`config.mk`:
```
export PLATFORM = sky130hd
export DESIGN_NAME = logic_chip_tester
export DESIGN_NICKNAME = d
export VERILOG_FILES = /design/src/rtl/logic_chip_tester.sv
export SDC_FILE = /design/constraint.sdc
export NUM_CORES = 1
export LEC_CHECK = 0
export ABC_AREA = 1
export BUFFER_PORTS_ARGS = -buffer_cell sky130_fd_sc_hd__buf_2
export CAP_MARGIN = 0
export CORE_UTILIZATION = 35
export DETAILED_ROUTE_END_ITERATION = 8
export GPL_ROUTABILITY_DRIVEN = 0
export SLEW_MARGIN = 20
export SYNTH_ARGS = -nofsm -noshare
export SYNTH_HDL_FRONTEND = slang
export SYNTH_SLANG_ARGS = --single-unit
```
`constraint.sdc`:
```
create_clock -name clk -period 2.4 [get_ports clk]
set_input_delay 0.6 -clock clk [delete_from_list [all_inputs] [get_ports clk]]
set_output_delay 0.6 -clock clk [all_outputs]
set_load 0.01 [all_outputs]
```
`src/rtl/logic_chip_tester.sv`:
```
// Built-in tester for quad/hex 74hc-style gate models: sweeps every input
// pattern, waits a settle interval, and compares outputs against INV or XOR.
module logic_chip_tester #(
   parameter int CHANNELS = 4,
   parameter int SETTLE   = 2,
   parameter int ERR_W    = 8
) (
   input  logic                  clk,
   input  logic                  rst,
   input  logic                  start,
   input  logic                  abort,
   input  logic                  mode,
   output logic [CHANNELS-1:0]   stim_a,
   output logic [CHANNELS-1:0]   stim_b,
   input  logic [CHANNELS-1:0]   dut_y,
   output logic                  busy,
   output logic                  done,
   output logic                  pass,
   output logic [ERR_W-1:0]      err_count,
   output logic [CHANNELS-1:0]   fail_mask,
   output logic [2*CHANNELS-1:0] first_fail_vec,
   output logic                  first_fail_valid
);

   localparam int VW = 2 * CHANNELS;
   localparam int SW = (SETTLE < 2) ? 1 : $clog2(SETTLE + 1);
   localparam logic [SW-1:0]    SETTLE_LOAD = SW'(SETTLE);
   localparam logic [VW-1:0]    LAST_INV    = {{CHANNELS{1'b0}}, {CHANNELS{1'b1}}};
   localparam logic [VW-1:0]    LAST_XOR    = '1;
   localparam logic [ERR_W-1:0] ERR_MAX     = '1;

   typedef enum logic [1:0] {S_IDLE, S_SETTLE, S_CHECK, S_DONE} state_t;

   state_t              r_state;
   logic [VW-1:0]       r_cnt;
   logic [SW-1:0]       r_settle;
   logic                r_mode;
   logic [ERR_W-1:0]    r_err;
   logic [CHANNELS-1:0] r_mask;
   logic [VW-1:0]       r_firstVec;
   logic                r_firstValid;
   logic                r_busy;
   logic                r_done;
   logic                r_pass;

   logic [CHANNELS-1:0] w_expected;
   logic [CHANNELS-1:0] w_mis;
   logic [ERR_W-1:0]    w_errNext;
   logic                w_isLast;

   // In INV mode the upper half of the counter never moves, so stim_b stays 0.
   assign stim_a     = r_cnt[CHANNELS-1:0];
   assign stim_b     = r_mode ? r_cnt[VW-1:CHANNELS] : '0;
   assign w_expected = r_mode ? (stim_a ^ stim_b) : ~stim_a;
   assign w_mis      = dut_y ^ w_expected;
   assign w_errNext  = ((w_mis == '0) || (r_err == ERR_MAX)) ? r_err : r_err + ERR_W'(1);
   assign w_isLast   = (r_cnt == (r_mode ? LAST_XOR : LAST_INV));

   assign busy             = r_busy;
   assign done             = r_done;
   assign pass             = r_pass;
   assign err_count        = r_err;
   assign fail_mask        = r_mask;
   assign first_fail_vec   = r_firstVec;
   assign first_fail_valid = r_firstValid;

   always_ff @(posedge clk or posedge rst) begin
      if (rst) begin
         r_state      <= S_IDLE;
         r_cnt        <= '0;
         r_settle     <= '0;
         r_mode       <= 1'b0;
         r_err        <= '0;
         r_mask       <= '0;
         r_firstVec   <= '0;
         r_firstValid <= 1'b0;
         r_busy       <= 1'b0;
         r_done       <= 1'b0;
         r_pass       <= 1'b0;
      end else if (abort) begin
         r_state      <= S_IDLE;
         r_cnt        <= '0;
         r_settle     <= '0;
         r_mode       <= 1'b0;
         r_err        <= '0;
         r_mask       <= '0;
         r_firstVec   <= '0;
         r_firstValid <= 1'b0;
         r_busy       <= 1'b0;
         r_done       <= 1'b0;
         r_pass       <= 1'b0;
      end else begin
         case (r_state)
            S_IDLE, S_DONE: begin
               if (start) begin
                  r_state      <= S_SETTLE;
                  r_mode       <= mode;
                  r_cnt        <= '0;
                  r_settle     <= SETTLE_LOAD;
                  r_err        <= '0;
                  r_mask       <= '0;
                  r_firstVec   <= '0;
                  r_firstValid <= 1'b0;
                  r_busy       <= 1'b1;
                  r_done       <= 1'b0;
                  r_pass       <= 1'b0;
               end
            end
            S_SETTLE: begin
               if (r_settle == SW'(1)) begin
                  r_state <= S_CHECK;
               end else begin
                  r_settle <= r_settle - SW'(1);
               end
            end
            S_CHECK: begin
               r_err  <= w_errNext;
               r_mask <= r_mask | w_mis;
               if ((w_mis != '0) && !r_firstValid) begin
                  r_firstVec   <= r_cnt;
                  r_firstValid <= 1'b1;
               end
               // pass is taken from the post-update count so it is valid with done.
               if (w_isLast) begin
                  r_state <= S_DONE;
                  r_busy  <= 1'b0;
                  r_done  <= 1'b1;
                  r_pass  <= (w_errNext == '0);
               end else begin
                  r_state  <= S_SETTLE;
                  r_cnt    <= r_cnt + VW'(1);
                  r_settle <= SETTLE_LOAD;
               end
            end
            default: r_state <= S_IDLE;
         endcase
      end
   end

endmodule

```
== After elaboration in Yosys (flattened, before gate mapping) ==
Cells that the tools add are included.
W data, S select, Z words.

* Output and inout port bits: 32
* Word-level logic and storage cells: 91
* Input port bits: 9
* Bits in registers: 37

* Bitwise logic cells: 4
* Muxes and demuxes: 43
* Equality and inequality tests: 12
* Reductions and logical operators: 18
* Add/sub/neg operators: 3

{| class="wikitable"
|+ Operators by type and width
! kind !! number
|-
| $mux W8 || 8
|-
| $pmux W8 S2 || 3
|-
| $ne A3 B3 Y1 const B || 6
|-
| $add A8 B1 Y8 const B || 2
|-
| $mux W2 || 8
|-
| $mux W4 || 4
|-
| $mux W1 || 13
|-
| $pmux W2 S3 || 2
|-
| $reduce_and A3 Y1 || 4
|-
| $eq A8 B8 Y1 || 1
|-
| $eq A8 B8 Y1 const B || 1
|-
| $logic_not A8 Y1 || 1
|-
| $pmux W1 S2 || 4
|-
| $pmux W4 S2 || 1
|-
| $xor A4 B4 Y4 || 2
|-
| $reduce_and A2 Y1 || 3
|-
| $eq A2 B1 Y1 const B || 2
|-
| $eq A2 B2 Y1 const B || 2
|-
| $logic_not A4 Y1 || 1
|-
| $not A4 Y4 || 1
|-
| $or A4 B4 Y4 || 1
|-
| $reduce_bool A2 Y1 || 2
|-
| $reduce_bool A4 Y1 || 1
|-
| $reduce_bool A3 Y1 || 1
|-
| 6 further kinds || 6
|}

== Logic depth before layout (Yosys ltp) ==
* Depth after elaboration: 11
* Mapped depth: 15
* Gate-level depth less buffers: 15

== Least setup slack after synthesis ==
Ideal clock, no wire load.

* Kind: reg-to-reg
* Start point: reg r_mode
* End point: reg r_cnt[3]
* Library setup time: 128 ps
* Period minus slack after synthesis: 1717 ps
* Data arrival time: 1589 ps
* Path slack: 683 ps
* Stages on the path, launching flop included: 11
* Path buffers: 0
* Required time: 2272 ps
* Path through: dfrtp_1 -> ha_1 -> nor2_1 -> nand2_1 -> nor4_4 -> nand2_1 -> nand2_4 -> inv_2 -> nand2_1 -> xor2_1 -> nor2_1

* Longest elaborated chain between the ends: 4

{| class="wikitable"
|+ RTL lines
! what !! line !! text
|-
| from (decl) || 37 || <nowiki>logic r_mode;</nowiki>
|-
| from (signal assigned) || 97 || <nowiki>r_mode <= mode;</nowiki>
|-
| $mux W8 || 57 || <nowiki>assign w_isLast = (r_cnt == (r_mode ? LAST_XOR : LAST_INV));</nowiki>
|-
| $eq A8 B8 Y1 || 57 ||
|-
| $ne A3 B3 Y1 (no source line) || n/a ||
|-
| $reduce_and A3 Y1 (no source line) || n/a ||
|-
| to (signal assigned) || 131 || <nowiki>r_cnt <= r_cnt + VW'(1);</nowiki>
|-
| to (decl) || 35 || <nowiki>logic [VW-1:0] r_cnt;</nowiki>
|}

No other way between the ends.
A chain may end at the register's enable or synchronous reset.

== Final worst setup path ==
* Start point: reg r_state[0]
* End point: reg r_pass (netlist: pass)

* Longest elaborated chain between the ends: 4
* Elaborated cells on any way between the ends: 10

{| class="wikitable"
|+ RTL lines
! what !! line !! text
|-
| from (decl) || 34 || <nowiki>state_t r_state;</nowiki>
|-
| from (signal assigned) || 69 || <nowiki>r_state <= S_IDLE;</nowiki>
|-
| from (signal assigned) || 81 || <nowiki>r_state <= S_IDLE;</nowiki>
|-
| from (signal assigned) || 96 || <nowiki>r_state <= S_SETTLE;</nowiki>
|-
| $eq A2 B2 Y1 / $logic_not A2 Y1 (equally long branches) || 93 || <nowiki>case (r_state)</nowiki>
|-
| $reduce_or A2 Y1 || 93 ||
|-
| $ne A3 B3 Y1 (no source line), or another cell as far along || n/a ||
|-
| $reduce_and A3 Y1 (no source line) / $mux W1 (equally long branches) || n/a ||
|-
| to (signal assigned) || 128 || <nowiki>r_pass <= (w_errNext == '0);</nowiki>
|-
| to (decl) || 44 || <nowiki>logic r_pass;</nowiki>
|}

Several ways; a longest one is shown, not always the timed one.

==> impl_metrics.py <==
metrics = {
    "synthesis": {
        "synth_nets": 306,
        "yosysUniqueCellTypes": 35,
        "yosysTopAreaCell": "dfrtp_1",
        "ys_ff_latch": 37,
        "syn_area_per_cell_um2": 7.82,
        "async_reset_ff_frac": 1.00,
        "ys_top_cells_by_area": "dfrtp_1 (41%), nand2_1 (10%), nand3_1 (6.9%)",
        "synthDominantCellAreaShare": 0.411,
        "synth_most_common_cell": "nand2_1",
        "synth_area_um2": 2250,
        "ys_dominant_reg_cell": "dfrtp_1",
        "synth_edf_count": 0,
        "ys_seq_area_frac": 0.411,
        "synth_commonest_cells": "nand2_1 (62), inv_1 (40), dfrtp_1 (37)",
        "yosys_warnings": 0,
        "syn_inst": 288,
    },
    "status": {
        "status": "complete, no violations",
    },
    "grt": {
        "grt_max_degree": 38,
        "grt_overflow": 0,
        "grt_pass1_vias": 1818,
        "grt_pass1_wl_um": 8600,
        "antenna_found_initial": 0,
        "grt_usage": 0.169,
    },
    "pwr": {
        "ir_worst_vdd_v": 0.000454,
        "powerDensity_nw_per_um2": 767,
        "p_leak_nw": 1.35,
    },
    "timing": {
        "clock_skew_ns": 0.0131,
        "period_share": 0.839,
        "slew_headroom": 0.672,
        "fmax_mhz": 497,
        "tightest_slew_ns": 0.491,
        "slew_violations": 0,
        "hold_viol": 0,
        "rsz0062_at_grt": "no",
        "setup_viol": 0,
        "tns_ns": 0,
        "finalCriticalPeriod_ns": 2.01,
    },
    "route": {
        "drt_iter0_markers": 118,
        "vias": 1990,
        "drt-pass1-iter-count": 4,
        "wl_per_cell_um": 12.8,
        "wl_um": 5190,
        "ant_nets": 0,
        "avgViaCountPerCell": 4.90,
        "drc": 0,
    },
    "layout": {
        "regArea_um2": 926,
        "final_util": 0.435,
        "fillers": 641,
        "syn_to_final_growth_pct": 16.9,
        "nets": 348,
        "multi_input_area_um2": 1070,
        "drive_gt1_frac": 0.233,
        "diodes": 0,
        "finalInstanceArea_um2": 2630,
    },
    "setup_path": {
        "worstSetupStartpoint": "r_state[0]",
        "crit_arrival_ns": 2.23,
        "slowest_stage": "dfrtp_1",
        "cp_data_required_time_ns": 2.62,
        "cp-end-kind": "flop",
        "crit_type": "flop to flop",
        "rr_startpoint": "r_state[0]",
        "cp_cell_sequence": "inv_1, ha_1, nor2_1, nand2_1, nand2_2, inv_2, nand2_1, nor2_1, nand3_1, nor2_1, nand3_1, o21bai_1",
        "critical-path-max-stage-delay_ns": 0.37,
        "cp_max_fo": 13,
        "cpMostUsedCell": "nor2_1",
        "cp-start-kind": "flop",
    },
    "min_path": {
        "min_path_type": "input port to asynchronous set/reset pin",
    },
    "placed_design": {
        "place_area_um2": 2510,
        "dp_hpwl_um": 3970,
        "numPortBuffers": 40,
    },
    "clocking": {
        "clock-root-buffer": "clkbuf_8",
        "ctsHoldBuffers": 0,
        "clk_latency_ns": 0.29,
        "cts_sinks": 37,
        "cts.clk_slew.worst_paths_ns": 0.09,
        "cts_buffers": 5,
        "post_cts_resized": 0,
        "post_cts_buffers": 0,
        "cts_tree": "yes",
        "cts_max_level": 2,
        "clk_path_buf_depth": 2,
    },
    "run": {
        "maxCapViolCount": 0,
    },
    "floorplan": {
        "die_h_um": 82.2,
        "fp.dieW_um": 82.2,
        "row_count": 28,
        "start_util": 0.372,
        "die_area_um2": 6760,
        "core_um2": 6060,
        "ios": 41,
    },
}
-- critical path: cells and delay by family, from the launching register on --
kind / cells / cell delay, ns
AND/OR/NAND/NOR: 8 / 0.85
AO/OA/AOI/OAI: 1 / 0.12
flip-flops: 1 / 0.37
buffers and inverters: 2 / 0.29
adder cells (fa/ha/maj): 1 / 0.33
-- metrics by stage --
| stage | cells | setup WS, ns | total power [mW] | hold slack, ns |
|---|---|---|---|---|
| 2_1_floorplan | 288 | 0.683 | 1.26 | 0.474 |
| 3_3_place_gp | 398 | 0.255 | 1.45 | 0.493 |
| 3_5_place_dp | 398 | 0.297 | 1.46 | 0.490 |
| 4_1_cts | 406 | 0.373 | 2.04 | 0.436 |
| 5_1_grt | 406 | 0.150 | 2.17 | 0.461 |
| 6_report | 406 | 0.386 | 2.02 | 0.410 |
-- flip-flops by register name, indices dropped and copies added (netlist names) --
| register | flops |
|---|---|
| first_fail_valid | 1 |
| first_fail_vec | 8 |
| fail_mask | 4 |
| pass | 1 |
| r_cnt | 8 |
| done | 1 |
| busy | 1 |
| r_mode | 1 |
| r_settle | 2 |
| r_state | 2 |
| err_count | 8 |
-- worst paths after layout --
check                                          to  slack (ns)  cells after the start
worst min-delay path                         done        0.41                      3
worst min register to register  first_fail_vec[6]        0.51                      2
max in group asynchronous              r_state[1]        1.63                      3
min in group clk                first_fail_vec[6]        0.51                      2
worst max-delay path                         pass        0.39                     12
worst max register to register               pass        0.39                     12
-- layout by cell type (no fill, tap or decap) --
cell,n
a21oi_1,10
and2_1,1
and3_1,1
buf_2,40
buf_4,4
bufinv_16,1
clkbuf_8,6
clkinv_1,1
clkinvlp_4,1
dfrtp_1,37
ha_1,9
inv_1,40
inv_2,7
inv_6,1
nand2_1,62
nand2_2,6
nand2_4,2
nand3_1,31
nand3_2,2
nand3_4,1
nand4_1,4
nor2_1,15
nor2_2,5
nor3_1,2
nor3b_1,1
nor4_1,2
nor4_4,1
o211ai_1,1
o21ai_0,15
o21ai_1,2
o21bai_1,1
o22ai_1,5
o311ai_0,1
o31ai_1,3
o41ai_1,2
xor2_1,8
-- cell type report --
cell class                 instances  area share
clock inverter                     2      0.0143
multi-input combinational        193       0.408
timing repair buffer              44      0.0874
sequential                        37       0.352
tap                               75      0.0356
clock buffer                       6      0.0314
inverter                          49      0.0717
-- per-layer routing --
metal,wire length (um),global-route usage
met1,2590,0.241
met2,2310,0.259
met5,0,0
met3,254,0.0319
met4,34,0.0474
-- logic make-up after synthesis --
logic type,share of synthesized area
buffers and inverters,0.112
xor gates and xnor gates,0.0311
adders and majority gates,0.0500
and+or+nand+nor,0.294
DFF,0.411
AOI/OAI and AO/OA,0.102
-- where the power goes --
part | total, mW | switching [mW] | leakage [nW] | internal (mW)
Combinational | 0.691 | 0.473 | 0.787 | 0.218
Clock | 0.574 | 0.235 | 0.0574 | 0.338
Sequential | 0.756 | 0.0583 | 0.508 | 0.697
Total | 2.02 | 0.767 | 1.35 | 1.25
Power figures use the tool's default switching activity.
